## src/rtl/pc_stack_unit.sv

```systemverilog
// Program counter with increment/jump/branch/call/return and a hardware
// return-address stack. The stack is indexed by its registered depth.
module pc_stack_unit #(
    parameter int ADDR_W      = 8,
    parameter int STACK_DEPTH = 4,
    parameter int INC_STEP    = 1,
    parameter int RESET_ADDR  = 0
) (
    input  logic                               clk,
    input  logic                               clr,
    input  logic                               en_pc,
    input  logic [2:0]                         op,
    input  logic [ADDR_W-1:0]                  adrs_in,
    input  logic [ADDR_W-1:0]                  offset,
    input  logic                               cond,
    input  logic                               err_clr,
    output logic [ADDR_W-1:0]                  adrs_out,
    output logic [ADDR_W-1:0]                  ret_addr,
    output logic [$clog2(STACK_DEPTH+1)-1:0]   depth,
    output logic                               stk_full,
    output logic                               stk_empty,
    output logic                               stk_ovf,
    output logic                               stk_unf,
    output logic                               op_err
);

    localparam int DW = $clog2(STACK_DEPTH + 1);
    localparam logic [ADDR_W-1:0] STEP = ADDR_W'(INC_STEP);
    localparam logic [ADDR_W-1:0] RST  = ADDR_W'(RESET_ADDR);
    localparam logic [DW-1:0]     FULL = DW'(STACK_DEPTH);

    typedef enum logic [2:0] {
        OP_INC    = 3'b000,
        OP_JUMP   = 3'b001,
        OP_BRANCH = 3'b010,
        OP_CALL   = 3'b011,
        OP_RET    = 3'b100,
        OP_HOLD   = 3'b101,
        OP_RSV6   = 3'b110,
        OP_RSV7   = 3'b111
    } op_t;

    op_t               op_sel;
    logic [ADDR_W-1:0] pc;
    logic [ADDR_W-1:0] pc_inc;
    logic [ADDR_W-1:0] pc_nxt;
    logic [ADDR_W-1:0] stack [STACK_DEPTH];
    logic              push;
    logic              pop;
    logic              ovf_ev;
    logic              unf_ev;
    logic              op_ev;

    assign op_sel    = op_t'(op);
    assign pc_inc    = pc + STEP;
    assign adrs_out  = pc;
    assign stk_full  = (depth == FULL);
    assign stk_empty = (depth == '0);

    always_comb begin
        ret_addr = '0;
        for (int unsigned i = 0; i < STACK_DEPTH; i++) begin
            if (depth == DW'(i + 1)) ret_addr = stack[i];
        end
    end

    always_comb begin
        pc_nxt = pc;
        push   = 1'b0;
        pop    = 1'b0;
        ovf_ev = 1'b0;
        unf_ev = 1'b0;
        op_ev  = 1'b0;
        if (en_pc) begin
            case (op_sel)
                OP_INC:    pc_nxt = pc_inc;
                OP_JUMP:   pc_nxt = adrs_in;
                // Equal-width modular add is the same as sign-extended add.
                OP_BRANCH: pc_nxt = cond ? pc + offset : pc_inc;
                OP_CALL: begin
                    pc_nxt = adrs_in;
                    push   = !stk_full;
                    ovf_ev = stk_full;
                end
                OP_RET: begin
                    pc_nxt = stk_empty ? pc_inc : ret_addr;
                    pop    = !stk_empty;
                    unf_ev = stk_empty;
                end
                OP_HOLD:   pc_nxt = pc;
                default: begin
                    pc_nxt = pc_inc;
                    op_ev  = 1'b1;
                end
            endcase
        end
    end

    always_ff @(posedge clk or negedge clr) begin
        if (!clr) begin
            pc      <= RST;
            depth   <= '0;
            stk_ovf <= 1'b0;
            stk_unf <= 1'b0;
            op_err  <= 1'b0;
            for (int unsigned i = 0; i < STACK_DEPTH; i++) stack[i] <= '0;
        end else begin
            pc <= pc_nxt;
            if (push) begin
                for (int unsigned i = 0; i < STACK_DEPTH; i++) begin
                    if (depth == DW'(i)) stack[i] <= pc_inc;
                end
                depth <= depth + DW'(1);
            end else if (pop) begin
                depth <= depth - DW'(1);
            end
            // A new error event on the same edge overrides err_clr.
            stk_ovf <= ovf_ev | (stk_ovf & ~err_clr);
            stk_unf <= unf_ev | (stk_unf & ~err_clr);
            op_err  <= op_ev  | (op_err  & ~err_clr);
        end
    end

endmodule

```

## config.mk

```make
export PLATFORM = sky130hd
export DESIGN_NAME = pc_stack_unit
export DESIGN_NICKNAME = d
export VERILOG_FILES = /design/src/rtl/pc_stack_unit.sv
export SDC_FILE = /design/constraint.sdc
export NUM_CORES = 1
export LEC_CHECK = 0
export BUFFER_PORTS_ARGS = -buffer_cell sky130_fd_sc_hd__buf_2
export CORE_ASPECT_RATIO = 2
export CORE_UTILIZATION = 61
export DETAILED_ROUTE_END_ITERATION = 8
export GPL_ROUTABILITY_DRIVEN = 0
export PLACE_DENSITY = 0.85
export SLEW_MARGIN = 30
export SYNTH_ARGS = -nofsm -noshare
export SYNTH_HDL_FRONTEND = slang
export SYNTH_SLANG_ARGS = --single-unit
export TNS_END_PERCENT = 1
```

## constraint.sdc

```tcl
create_clock -name clk -period 5.5 [get_ports clk]
set_clock_uncertainty 0.1 [all_clocks]
set_input_delay 0.55 -clock clk [delete_from_list [all_inputs] [get_ports clk]]
set_output_delay 0.55 -clock clk [all_outputs]
set_load 0.01 [all_outputs]
```

==> flow_summary.toml, run 1 <==
[timing]
maxSlewViolCount = 0
setup_violations = 0
fin_crit_sh_pct = 60.6
rsz0062_at_grt = "false"
max_freq_mhz = 300
maxSlewHeadroom_pct = 38.6
fin_setup_tns_ns = 0
final_hold_viol_count = 0
tightest_slew_ns = 0.916
min_period_ns = 3.33
layout_setup_ws_ns = 2.17

[cells_and_area]
antenna_cells = 0
drive_gt1_share_pct = 21.4
finalNetCount = 398
fillers = 373
area_growth_pct = 10.4

[floorplanning]
core_area_mm2 = 0.00464
std_cell_rows = 35
dieArea_mm2 = 0.00518
num_io_pins = 48
die_w_um = 51.4
initial_core_util_pct = 64.1
die_height_um = 101

[logic_synthesis]
ys.flop_type = "dfrtp_1"
ys_seq_area_share_pct = 38.7
synth_cell_types = 54
synth_nets = 360
ys_ff_latch = 46
async_flop_share_pct = 100
synthCells = 321
synth_edf_count = 0
synth_area_mm2 = 0.00298
ys_warn_count = 0
avgSynthCellArea_um2 = 9.27

[grt]
grt_pass1_vias = 2535
grt_pass1_wl_um = 11400
grt_max_degree = 47
antenna_found_initial = 0
grtUsageTotal_pct = 29.3
gr-total-overflow = 0

[power_and_ir_drop]
p_comb_share_pct = 44.8
p_sw_mw = 0.627
powerDensity_mw_per_mm2 = 460
vdd.ir_drop.worst_v = 0.000348
internal_power_mw = 0.883
clockPowerShare_pct = 16.6
power_frac_seq_pct = 38.5
leakage_nw = 1.51
switching_share_pct = 41.5

[worst_setup_path]
cp-end-kind = "primary output"
cp.required_ns = 4.85
worstPathArrival_ns = 2.68
crit_type = "reg2out"
regToRegSetupSlack_ns = 2.82
worstSetupStartpointType = "flip-flop"
worstPathMaxFanout = 17

[clocking]
post-cts-setup-buffers = 0
clk_path_buf_depth = 2
cts_resized = 0
clock-root-buffer = "clkbuf_8"
cts_tree = "yes"
clock_latency_ns = 0.30
cts_buffers = 5
path_clk_slew_ns = 0.09
ctsHtreeMaxLevel = 2
cts_sinks = 46
cts_hold_buf = 0

[routing]
vias = 2515
routed_wl_um = 6870
detail-route-antenna-nets = 0
wl_per_cell_um = 16.5
drtIter0Drc = 67
drc = 0
first_pass_iters = 4
routed_via_density = 6.06

[flow_run]
drv_cap = 0

[placement]
pre_cts_ws_ns = 2.51
portBuffers = 47
dpl.hpwl_um = 5430

[worst_hold_path]
min_path_type = "in2async"

[status]
status = "finished clean"
[metrics by stage]
stage	hold slack (ns)	power [mW]	cells	area (um^2)	utilization [%]
4_1_cts	0.162	1.51	415	3280	70.8
2_1_floorplan	0.154	1.06	321	2980	-
5_1_grt	0.177	1.62	415	3280	70.8
3_5_place_dp	0.383	1.26	407	3170	68.3
6_report	0.127	1.51	415	3280	70.8
3_3_place_gp	0.370	1.23	407	3170	68.2
[path summary, 6_finish.rpt]
| check | startpoint | end | depth (start not counted) |
|---|---|---|---|
| worst max-delay path | depth[2]$_DFFE_PN0P_ | ret_addr[7] | 6 |
| worst min-delay path | clr | stk_ovf$_DFF_PN0_ | 1 |
| worst max register to register | depth[0]$_DFFE_PN0P_ | adrs_out[7]$_DFFE_PN0P_ | 7 |
| worst min register to register | stack[17]$_DFFE_PN0P_ | stack[17]$_DFFE_PN0P_ | 1 |
| max in group asynchronous | clr | adrs_out[4]$_DFFE_PN0P_ | 1 |
| min in group clk | err_clr | stk_unf$_DFF_PN0_ | 2 |
[kinds of logic after synthesis]
logic type	after synthesis	share of synthesized area (%)
flops	46	38.7
compound gates	99	22.6
fa+ha+maj	15	6.56
simple gates	110	20.3
buf+inv	32	5.89
mux	6	2.14
xor+xnor	13	3.83
[placed cells by master, fill, tap and decap left out, types with 4 or more instances in the layout]
cell      instances
buf_2            46
o22ai_1           4
dfrtp_1          46
ha_1             14
xnor2_1           9
a221o_1           6
a221oi_1          8
xor2_1            4
inv_1            14
o211ai_1          4
nand3_1           9
o21ai_1           9
a21oi_1          38
clkbuf_8          5
o21ai_0           8
nand3b_1          5
nor2_1           43
nor2b_1           6
nand2_1          25
[sequential cells by signal, summed over array words and instances, names as in the netlist]
register,count
op_err,1
stack,32
stk_unf,1
adrs_out,8
depth,3
stk_ovf,1
[critical path: stages (launching register included)]
cell	delay, ns
dfrtp_1	0.76
inv_1	0.17
ha_1	0.45
nor4b_2	0.46
a221oi_1	0.16
a21oi_2	0.22
buf_2	0.16
[layer usage]
metal	track usage (%)	share of wire, %	vias up
met5	0	0	-
met3	3.32	2.4	35
met2	52.9	55	69
met1	30.0	36	1192
met4	20.2	6.6	0
li1	-	-	1219
[power groups by stage]
stage / clock network [mW] / registers, mW / logic [mW]
2_1_floorplan: 0 / 0.553 / 0.511
3_3_place_gp: 0 / 0.575 / 0.651
3_5_place_dp: 0 / 0.585 / 0.673
4_1_cts: 0.254 / 0.578 / 0.680
5_1_grt: 0.267 / 0.598 / 0.751
6_report: 0.251 / 0.582 / 0.677
[synthesized netlist by cell type, drive strengths merged (2+ instances only)]
library cell | count | share of area [%]
a221o | 6 | 2.0
nor2 | 44 | 5.8
nand2b | 4 | 1.1
a221oi | 11 | 3.9
a21oi | 41 | 7.3
o21ai | 17 | 2.9
buf | 16 | 3.9
o32ai | 2 | 0.84
and2 | 2 | 0.42
nor3b | 4 | 2.3
inv | 15 | 1.9
xnor2 | 9 | 2.6
nand2 | 26 | 3.4
ha | 14 | 5.9
dfrtp | 46 | 39
nand3b | 5 | 1.3
nand3 | 9 | 1.5
o211ai | 4 | 1.0
mux2 | 3 | 1.1
mux2i | 3 | 1.0
nor3 | 4 | 0.84
nor2b | 8 | 1.9
xor2 | 4 | 1.2
a21o | 3 | 0.76
o22ai | 4 | 0.84
a211oi | 2 | 0.50
[cell type report]
| cell class | instances | area [um^2] | share of cell area [%] |
|---|---|---|---|
| Clock buffer | 5 | 68.8 | 2.10 |
| Clock inverter | 3 | 45.0 | 1.37 |
| Inverter | 15 | 56.3 | 1.71 |
| Multi-Input combinational cell | 243 | 1650 | 50.2 |
| Sequential cell | 46 | 1150 | 35.0 |
| Tap cell | 55 | 68.8 | 2.10 |
| Timing Repair Buffer | 48 | 245 | 7.47 |
No activity file was read; power rests on OpenSTA's default activity.
==> inputs of run 2 (changes only) <==
--- a/config.mk
+++ b/config.mk
@@ -7,10 +7,10 @@
 export LEC_CHECK = 0
 export BUFFER_PORTS_ARGS = -buffer_cell sky130_fd_sc_hd__buf_2
 export CORE_ASPECT_RATIO = 2
-export CORE_UTILIZATION = 61
+export CORE_UTILIZATION = 51
 export DETAILED_ROUTE_END_ITERATION = 8
 export GPL_ROUTABILITY_DRIVEN = 0
-export PLACE_DENSITY = 0.85
+export PLACE_DENSITY = 0.76
 export SLEW_MARGIN = 30
 export SYNTH_ARGS = -nofsm -noshare
 export SYNTH_HDL_FRONTEND = slang
==> constraint.sdc (replaced) <==
create_clock -name clk -period 3.02 [get_ports clk]
set_clock_uncertainty 0.1 [all_clocks]
set_input_delay 0.302 -clock clk [delete_from_list [all_inputs] [get_ports clk]]
set_output_delay 0.302 -clock clk [all_outputs]
set_load 0.01 [all_outputs]
==> flow_summary.toml, run 2 (synthesis results as in run 1) <==
[status]
status = "finished clean"

[cells_and_area]
largest_reg_flops = 32
multi_input_area_mm2 = 0.00165
fin_cells = 428
final_cell_mix = "46 x dfrtp_1, 46 x buf_2, 43 x nor2_1, 38 x a21oi_1, 25 x nand2_1"
register_area_mm2 = 0.00115
design_area_mm2 = 0.00343
drive_gt1_share_pct = 22.6
antenna_cells = 0
finalNetCount = 405
area_growth_pct = 15.3
fillers = 490
top_register = "stack"

[worst_setup_path]
worstRegToRegCells = 8
crit_top_cell = "ha_1"
crit_cells = 6
worstSetupStartpointType = "flip-flop"
rr_startpoint = "adrs_out[0]$_DFFE_PN0P_"
worstPathMaxFanout = 7
regToRegSetupSlack_ns = 0.56
cpPeakStageDelay_ns = 0.44
critPathCapture = "ret_addr[7]"
crit_family = "adder cells"
cp-end-kind = "primary output"
crit_buf_inv = 1
critical_path.cell_chain = "ha_1, ha_1, nor4b_2, a221oi_1, a21oi_2, buf_2"
timing.rr.end = "adrs_out[6]$_DFFE_PN0P_"
crit_type = "reg2out"
worstPathArrival_ns = 2.18
cp.required_ns = 2.62
cp-startpoint = "depth[0]$_DFFE_PN0P_"
crit_slowest_cell = "nor4b_2"

[power_and_ir_drop]
powerDensity_mw_per_mm2 = 896
leakage_nw = 1.59
p_total_mw = 3.08
vdd.ir_drop.worst_v = 0.000600

[floorplanning]
initial_core_util_pct = 52.6
dieArea_mm2 = 0.00616
die_height_um = 110
die_w_um = 56.0
core_area_mm2 = 0.00566
std_cell_rows = 39
num_io_pins = 48

[grt]
gr-total-overflow = 0
antenna_found_initial = 0
grt_pass1_vias = 2435
grt_pass1_wl_um = 11800
grt_max_degree = 47
grtUsageTotal_pct = 25.2

[timing]
fin_setup_tns_ns = 0
min_period_ns = 2.59
maxSlewViolCount = 0
rsz0062_at_grt = "false"
max_freq_mhz = 387
fin_crit_sh_pct = 85.6
setup_violations = 0
tightest_slew_ns = 0.656
final_hold_viol_count = 0
maxSlewHeadroom_pct = 56.2
hold_slack_ns = 0.119

[clocking]
ctsHtreeMaxLevel = 2
clock-root-buffer = "clkbuf_16"
cts_tree = "yes"
clk_path_buf_depth = 2
post-cts-setup-buffers = 0
cts_buffers = 5
clock_latency_ns = 0.30
path_clk_slew_ns = 0.07
cts_sinks = 46

[placement]
portBuffers = 47
dpl.hpwl_um = 5550
place_area_mm2 = 0.00322
dp.cells = 419

[routing]
routed_wl_um = 7440
drtIter0Drc = 123
detail-route-antenna-nets = 0
first_pass_iters = 5
drc = 0
wl_per_cell_um = 17.4
vias = 2570
routed_via_density = 6.00

[worst_hold_path]
min_path_type = "in2reg"

[flow_run]
drv_cap = 0
-- run 2: changes by cell type in the layout (fill, tap and decap cells not counted), sizes merged --
cell	before	now
clkbuf	5	6
buf	48	54
clkinvlp	2	0
dlygate4sd3	0	1
bufinv	1	2
-- run 2: metal layers --
metal	share of wire, %	wire (um)	GRT usage [%]	vias to the layer above
li1	-	-	-	1236
met1	37	2740	26.1	1249
met2	55	4080	46.3	64
met3	3.2	236	4.08	21
met4	5.1	380	16.0	0
met5	0	0	0	-
-- run 2: worst min-delay path by stage --
| stage | cells past startpoint | slack (ns) | to | start |
|---|---|---|---|---|
| CTS | 2 | 0.12 | stk_ovf$_DFF_PN0_ | err_clr |
| floorplan | 0 | -0.09 | adrs_out[0]$_DFFE_PN0P_ | clr |
| global placement | 2 | 0.37 | stack[6]$_DFFE_PN0P_ | stack[6]$_DFFE_PN0P_ |
| global route | 2 | 0.13 | stk_ovf$_DFF_PN0_ | err_clr |
| detailed placement | 1 | 0.24 | adrs_out[5]$_DFFE_PN0P_ | clr |
| finish | 2 | 0.12 | stk_ovf$_DFF_PN0_ | err_clr |
-- run 2: cell type report --
class | count | area share, %
Tap cell | 61 | 2.22
Timing Repair Buffer | 55 | 8.75
Clock buffer | 6 | 4.05
Clock inverter | 2 | 1.75
Sequential cell | 46 | 33.5
Multi-Input combinational cell | 243 | 48.0
Inverter | 15 | 1.64
-- run 2: stage by stage --
step,setup slack (ns),utilization (%)
finish,0.435,60.6
global route,0.305,60.6
CTS,0.427,60.6
detailed placement,0.585,56.9
global placement,0.668,56.9
floorplan,0.766,-
-- run 2: what timing repair did --
action                                 4_1_cts  5_1_grt
resized for setup                            0        0
endpoints found under the hold margin       46        0
hold buffers                                 1        0
-- run 2: power breakdown --
| group | internal [mW] | total (mW) | switching [mW] |
|---|---|---|---|
| Combinational | 0.556 | 1.32 | 0.760 |
| Clock | 0.497 | 0.735 | 0.238 |
| Sequential | 0.837 | 1.03 | 0.189 |
